### config.mk
export PLATFORM = sky130hd
export DESIGN_NAME = vga_scan_driver
export DESIGN_NICKNAME = d
export VERILOG_FILES = /design/src/rtl/vga_timing_pkg.sv /design/src/rtl/pixel_tick_gen.sv /design/src/rtl/vga_scan_driver.sv
export SDC_FILE = /design/constraint.sdc
export NUM_CORES = 1
export LEC_CHECK = 0
export ABC_CLOCK_PERIOD_IN_PS = 3000
export BUFFER_PORTS_ARGS = -buffer_cell sky130_fd_sc_hd__buf_2
export CAP_MARGIN = 40
export CORE_MARGIN = 1.5
export CORE_UTILIZATION = 47
export CTS_CLUSTER_SIZE = 25
export DETAILED_ROUTE_END_ITERATION = 8
export PLACE_DENSITY = 0.79
export SLEW_MARGIN = 40
export SYNTH_ARGS = -nofsm -noshare
export SYNTH_HDL_FRONTEND = slang
export SYNTH_SLANG_ARGS = --single-unit
### constraint.sdc
create_clock -name clk -period 3 [get_ports clk]
set_input_delay 0.45 -clock clk [delete_from_list [all_inputs] [get_ports clk]]
set_output_delay 0.45 -clock clk [all_outputs]
set_load 0.05 [all_outputs]
### src/rtl/vga_timing_pkg.sv
`default_nettype none
// ============================================================================
//  Module      : vga_timing_pkg
//  Description : Shared 640x480 VGA timing defaults, derived raster bounds and
//                a sync-level helper. Imported by the scan driver and by the
//                colour memory so both agree on the visible area.
//  Revision    : 1.0 - initial release
// ============================================================================
package vga_timing_pkg;

    // Timing defaults (pixels / lines)
    localparam int unsigned VGA_CLK_DIV  = 4;
    localparam int unsigned VGA_H_ACTIVE = 640;
    localparam int unsigned VGA_H_FP     = 16;
    localparam int unsigned VGA_H_SYNC   = 96;
    localparam int unsigned VGA_H_BP     = 48;
    localparam int unsigned VGA_V_ACTIVE = 480;
    localparam int unsigned VGA_V_FP     = 10;
    localparam int unsigned VGA_V_SYNC   = 2;
    localparam int unsigned VGA_V_BP     = 33;
    localparam bit          VGA_SYNC_POL = 1'b0;

    // Derived raster constants for the default timing
    localparam int unsigned H_TOTAL      = VGA_H_ACTIVE + VGA_H_FP + VGA_H_SYNC + VGA_H_BP;
    localparam int unsigned V_TOTAL      = VGA_V_ACTIVE + VGA_V_FP + VGA_V_SYNC + VGA_V_BP;
    localparam int unsigned H_SYNC_START = VGA_H_ACTIVE + VGA_H_FP;
    localparam int unsigned V_SYNC_START = VGA_V_ACTIVE + VGA_V_FP;

    // Line address presented while the raster is outside the visible lines
    localparam logic [8:0]  ADDRV_OFFSCREEN = 9'd511;

    // Pin level for a sync signal given whether it is asserted and its polarity
    function automatic logic sync_level(input logic asserted, input bit pol);
        return asserted ? pol : ~pol;
    endfunction

endpackage : vga_timing_pkg
`default_nettype wire

### src/rtl/pixel_tick_gen.sv
`default_nettype none
// ============================================================================
//  Module      : pixel_tick_gen
//  Description : Divides clk down to the pixel rate. tick is high on the last
//                clk of every CLK_DIV-cycle pixel period; constant 1 when
//                CLK_DIV is 1.
//  Revision    : 1.0 - initial release
// ============================================================================
module pixel_tick_gen #(
    parameter int unsigned CLK_DIV = 4
) (
    input  logic clk,
    input  logic rst_n,
    output logic tick
);

    generate
        if (CLK_DIV <= 1) begin : g_div1
            // Every clk is a pixel; the clock and reset are not needed here
            logic unused_div1;
            assign unused_div1 = clk ^ rst_n;
            assign tick        = 1'b1;
        end else begin : g_divn
            localparam int unsigned C_CW = $clog2(CLK_DIV);
            localparam logic [C_CW-1:0] C_LAST = C_CW'(CLK_DIV - 1);

            logic [C_CW-1:0] pix_cnt_q;
            logic [C_CW-1:0] pix_cnt_d;

            // Next divider value: wrap to zero after the last clk of the pixel
            always_comb begin
                pix_cnt_d = (pix_cnt_q == C_LAST) ? '0 : pix_cnt_q + C_CW'(1);
            end

            // Divider register, cleared by synchronous reset
            always_ff @(posedge clk) begin
                if (!rst_n) begin
                    pix_cnt_q <= '0;
                end else begin
                    pix_cnt_q <= pix_cnt_d;
                end
            end

            assign tick = (pix_cnt_q == C_LAST);
        end
    endgenerate

endmodule : pixel_tick_gen
`default_nettype wire

### src/rtl/vga_scan_driver.sv
`default_nettype none
// ============================================================================
//  Module      : vga_scan_driver
//  Description : Free-running VGA raster generator. Presents the scan address
//                to the colour memory, samples the returned colour once per
//                pixel and registers RGB/HS/VS/ACTIVE/FRAME_START together so
//                all pins stay mutually aligned.
//  Revision    : 1.0 - initial release
// ============================================================================
module vga_scan_driver
    import vga_timing_pkg::*;
#(
    parameter int unsigned CLK_DIV  = VGA_CLK_DIV,
    parameter int unsigned H_ACTIVE = VGA_H_ACTIVE,
    parameter int unsigned H_FP     = VGA_H_FP,
    parameter int unsigned H_SYNC   = VGA_H_SYNC,
    parameter int unsigned H_BP     = VGA_H_BP,
    parameter int unsigned V_ACTIVE = VGA_V_ACTIVE,
    parameter int unsigned V_FP     = VGA_V_FP,
    parameter int unsigned V_SYNC   = VGA_V_SYNC,
    parameter int unsigned V_BP     = VGA_V_BP,
    parameter bit          SYNC_POL = VGA_SYNC_POL
) (
    input  logic        clk,
    input  logic        rst_n,
    input  logic [11:0] COLOUR_IN,
    output logic [9:0]  ADDRH,
    output logic [8:0]  ADDRV,
    output logic        VGA_HS,
    output logic        VGA_VS,
    output logic [3:0]  VGA_R,
    output logic [3:0]  VGA_G,
    output logic [3:0]  VGA_B,
    output logic        ACTIVE,
    output logic        FRAME_START
);

    // Raster bounds derived from the timing parameters, sized to the counters
    localparam logic [9:0] C_H_LAST     = 10'(H_ACTIVE + H_FP + H_SYNC + H_BP - 1);
    localparam logic [9:0] C_V_LAST     = 10'(V_ACTIVE + V_FP + V_SYNC + V_BP - 1);
    localparam logic [9:0] C_H_ACTIVE   = 10'(H_ACTIVE);
    localparam logic [9:0] C_V_ACTIVE   = 10'(V_ACTIVE);
    localparam logic [9:0] C_HS_FIRST   = 10'(H_ACTIVE + H_FP);
    localparam logic [9:0] C_HS_LAST    = 10'(H_ACTIVE + H_FP + H_SYNC - 1);
    localparam logic [9:0] C_VS_FIRST   = 10'(V_ACTIVE + V_FP);
    localparam logic [9:0] C_VS_LAST    = 10'(V_ACTIVE + V_FP + V_SYNC - 1);

    logic        tick;

    logic [9:0]  hcnt_q, hcnt_d;
    logic [9:0]  vcnt_q, vcnt_d;

    logic [11:0] rgb_q, rgb_d;
    logic        hs_q, hs_d;
    logic        vs_q, vs_d;
    logic        active_q, active_d;
    logic        frame_start_q, frame_start_d;

    logic        visible;
    logic        visible_line;
    logic        hs_on;
    logic        vs_on;

    pixel_tick_gen #(
        .CLK_DIV (CLK_DIV)
    ) u_pixel_tick_gen (
        .clk   (clk),
        .rst_n (rst_n),
        .tick  (tick)
    );

    // Decode of the current raster position
    assign visible_line = (vcnt_q < C_V_ACTIVE);
    assign visible      = (hcnt_q < C_H_ACTIVE) && visible_line;
    assign hs_on        = (hcnt_q >= C_HS_FIRST) && (hcnt_q <= C_HS_LAST);
    assign vs_on        = (vcnt_q >= C_VS_FIRST) && (vcnt_q <= C_VS_LAST);

    // Scan address to the colour memory, stable for the whole pixel period
    assign ADDRH = hcnt_q;
    assign ADDRV = visible_line ? vcnt_q[8:0] : ADDRV_OFFSCREEN;

    // Raster counters: advance one pixel per tick, line wrap bumps the line
    always_comb begin
        hcnt_d = hcnt_q;
        vcnt_d = vcnt_q;
        if (tick) begin
            if (hcnt_q == C_H_LAST) begin
                hcnt_d = '0;
                vcnt_d = (vcnt_q == C_V_LAST) ? '0 : vcnt_q + 10'd1;
            end else begin
                hcnt_d = hcnt_q + 10'd1;
            end
        end
    end

    // Output register inputs: load the sampled pixel on tick, pulse FRAME_START for one clk
    always_comb begin
        rgb_d         = rgb_q;
        hs_d          = hs_q;
        vs_d          = vs_q;
        active_d      = active_q;
        frame_start_d = 1'b0;
        if (tick) begin
            rgb_d         = visible ? COLOUR_IN : 12'h000;
            hs_d          = sync_level(hs_on, SYNC_POL);
            vs_d          = sync_level(vs_on, SYNC_POL);
            active_d      = visible;
            frame_start_d = (hcnt_q == 10'd0) && (vcnt_q == 10'd0);
        end
    end

    // State registers; reset restarts the raster at (0,0) with syncs deasserted
    always_ff @(posedge clk) begin
        if (!rst_n) begin
            hcnt_q        <= '0;
            vcnt_q        <= '0;
            rgb_q         <= '0;
            hs_q          <= ~SYNC_POL;
            vs_q          <= ~SYNC_POL;
            active_q      <= 1'b0;
            frame_start_q <= 1'b0;
        end else begin
            hcnt_q        <= hcnt_d;
            vcnt_q        <= vcnt_d;
            rgb_q         <= rgb_d;
            hs_q          <= hs_d;
            vs_q          <= vs_d;
            active_q      <= active_d;
            frame_start_q <= frame_start_d;
        end
    end

    assign VGA_R       = rgb_q[11:8];
    assign VGA_G       = rgb_q[7:4];
    assign VGA_B       = rgb_q[3:0];
    assign VGA_HS      = hs_q;
    assign VGA_VS      = vs_q;
    assign ACTIVE      = active_q;
    assign FRAME_START = frame_start_q;

endmodule : vga_scan_driver
`default_nettype wire

==> metrics.md <==
| Metric | Value |
|---|---|
| Post-detailed-route count of antenna-violating nets | 0 |
| Initial antenna violation count | 0 |
| Cell area power density | 531 nW/um^2 |
| Final Util | 61.6% |
| Min-Delay Path Class | input port to flop |
| Final instance area | around 2100 um^2 |
| Status | finished, final reports clean |
| Levels on crit path | 5 |
| Worst path max stage delay | between 500 and 600 ps |
| Final setup fails | 0 |
| Synth top area share | between 40% and 50% |
| DP Area | slightly below 2000 um^2 |
| Register bit count reported by yosys | 38 |
| Iter 0 DRT Violations | a little under 70 |
| Slew HR | 64.4% |
| Sequential area share after synthesis | between 40 and 50% |
| Crit path buf inv count | 0 |
| Gp weighted congestion | 0.836 |
| Cts bufs inserted | 5 |
| Share of cells above drive strength 1 | 27.0% |
| Largest net degree at the start of global routing | 18 |
| Worst Skew | roughly 4.8 ps |
| Filler cells | about 300 |
| Post-CTS setup buffers | 0 |
| Antenna Cells | 0 |
| Asr flop ratio synth | 0% |
| Synth warn | 0 |
| DP Wirelength | 2800 um |
| Placed insts | 275 |
| CP Class | flop to flop |
| Synth area leader | dfxtp_1 |
| Final Cycle Share | 75.2% |
| Post-CTS Resized | 0 |
| Fmax | between 400 and 500 MHz |
| Gr ovfl total | 0 |
| Post-synth top flop | dfxtp_1 |
| Post-Syn Area | 1730 um^2 |
| Cells after Synth | 190 |
| Final min period | between 2000 and 2500 ps |
| Max_cap viols | 0 |
| Worst-path clk slew | ~80 ps |
| Clock Path Buffers | 2 |
| WP data arrival | approximately 2500 ps |
| EDFF count, synth | 0 |
| Lkg Pwr | between 0.9 and 1 nW |
| Number of vias per cell | between 5 and 6 |
| Syn avg cell area | 9.09 um^2 |
| Residual DRC count | 0 |
| Top Family by Delay on Critical Path | simple AND/OR/NAND/NOR gates |
| Critical Path Sink Type | flop |
| Die footprint | 4050 um^2 |
| H-tree levels | 2 |
| Crit path cell chain | ha_1 -> nand4_2 -> or3_4 -> or4_1 -> a21oi_1 |
| Per-cell routed wire length | around 14 um |
| Crit-path max FO | 12 |
| Final hold vios | 0 |
| Global-route usage over all layers | a little over a fifth |
| Syn nets | approximately 210 |
| Final Non-Filler Cells | about 280 |
| Required time of the worst setup path | approximately 3200 ps |
| Sink Count | 38 |
| Synth top cells by count | dfxtp_1 (38), nand2_1 (17), a22o_1 (12) |
| CTS root buffer | clkbuf_8 |
| CP startpoint kind | flop |
| Largest cells by area after synthesis | dfxtp_1 (44%), a22o_1 (6.1%), nand2_1 (3.7%) |
| Worst-skew pair later-pin latency | 290 ps |
| Die Span Y | approximately 64 um |
| Slew @ Worst Pin | roughly 530 ps |
| TNS Setup | 0 ps |
| Hold Path Depth | 2 |
| Reg2Reg Depth | 5 |
| Syn-to-layout area delta | 22.7% |
| Setup slack, reg-to-reg | 740 ps |
| First-pass detailed-route iteration total | 4 |
| Most frequent cell after synthesis | dfxtp_1 |
| Via Count | roughly 1500 |
| Slowest CP cell | or3_4 |
| Starting Density | 50.2% |
| Synth cell types | 43 |
| Port bufs | 48 |
| Die X | 63.6 um |
| I/O pin count | 49 |
| Final net count | ~260 |
| CORE AREA | approximately 3400 um^2 |
| CTS Hold Bufs | 0 |
| DRT Wirelength | approximately 4000 um |
| Vias in the first global route | 1455 |
| TritonCTS clock tree | done |
| Max IR drop VDD | approximately 0.27 mV |
| First-pass GRT wire length | around 6600 um |
| Unrepaired setup endpoints after global routing | no |
| Site Rows | 21 |
| Final Max Tran Viols | 0 |
==> cells by family (layout without fill, tap and decap cells) <==
kind of cell | Yosys count | in the layout | share of synthesized area (%)
and+or+nand+nor | 83 | 83 | 27.2
DFF | 38 | 38 | 44.0
AOI/OAI and AO/OA | 37 | 37 | 15.5
buffers and inverters | 17 | 64 | 4.49
xor gates and xnor gates | 9 | 9 | 4.56
adders and majority gates | 5 | 5 | 3.62
muxes | 1 | 1 | 0.579
==> cells in the final DEF (no fill, tap or decap), types with 2 or more instances in the layout <==
cell type / count
bufinv_16: 2
inv_1: 7
or4_1: 3
dfxtp_1: 38
nor3_1: 2
o31ai_1: 5
and2_1: 4
nor4_1: 4
nand2b_1: 2
xnor2_1: 6
nor2b_1: 4
ha_1: 5
buf_2: 48
nor2_1: 11
or3_1: 3
nand4_1: 5
nand3_1: 10
a21boi_0: 2
xor2_1: 3
nand2_1: 17
clkbuf_8: 5
a22o_1: 12
o211ai_1: 2
o21ai_0: 4
a21oi_1: 6
or2_2: 4
and3_1: 4
and4_1: 3
==> metrics by stage <==
stage | power, W | hold WS [ps] | worst slack [ps]
after floorplan | 0.000594 | 398 | 739
after global placement | 0.000618 | 404 | 865
after detailed placement | 0.000620 | 419 | 795
after CTS | 0.00113 | 371 | 760
after global routing | 0.00117 | 364 | 572
final | 0.00113 | 372 | 745
==> where the power goes <==
group / internal [W] / total [W] / leakage [nW] / switching (W)
Clock: 0.000333 / 0.000517 / 0.0683 / 0.000184
Combinational: 0.0000267 / 0.0000858 / 0.588 / 0.0000590
Sequential: 0.000517 / 0.000523 / 0.307 / 0.00000608
Total: 0.000876 / 0.00113 / 0.963 / 0.000250
==> layer usage <==
layer,up-vias,routed length [um],track usage (%)
li1,775,-,-
met1,710,1890,26.6
met3,6,206,6.61
met5,-,0,0
met2,50,1820,32.1
met4,0,53,9.51
==> registers in the layout, summed over array words and instances (netlist names) <==
signal,count
VGA_VS,1
vcnt_q,10
VGA_HS,1
u_pixel_tick_gen.g_divn.pix_cnt_q,2
FRAME_START,1
ACTIVE,1
ADDRH,10
rgb_q,12
==> area by class of cell <==
| type | instances | area, um^2 | area share [%] |
|---|---|---|---|
| repair buffers | 49 | 248 | 11.7 |
| multi-input cells | 135 | 890 | 42.0 |
| clock buffers | 5 | 68.8 | 3.25 |
| clock inverters | 3 | 68.8 | 3.25 |
| well taps | 46 | 57.6 | 2.72 |
| flip-flops and latches | 38 | 761 | 35.9 |
| inverters | 7 | 26.3 | 1.24 |
==> final timing paths <==
check,start,endpoint
min,COLOUR_IN[7],rgb_q[7]$_SDFFE_PN0P_
max,u_pixel_tick_gen.g_divn.pix_cnt_q[0]$_SDFF_PP0_,vcnt_q[9]$_SDFFE_PN0P_
min reg2reg,u_pixel_tick_gen.g_divn.pix_cnt_q[0]$_SDFF_PP0_,u_pixel_tick_gen.g_divn.pix_cnt_q[0]$_SDFF_PP0_
max reg2reg,u_pixel_tick_gen.g_divn.pix_cnt_q[0]$_SDFF_PP0_,vcnt_q[9]$_SDFFE_PN0P_
==> worst reg2reg max path, delay by kind of cell, from the launching register on <==
family	cells	cell delay, ps
AOI/OAI and AO/OA	1	150
adders and majority gates	1	390
DFF	1	340
and+or+nand+nor	3	1310
Note: power is estimated with default switching activity, not from simulation.
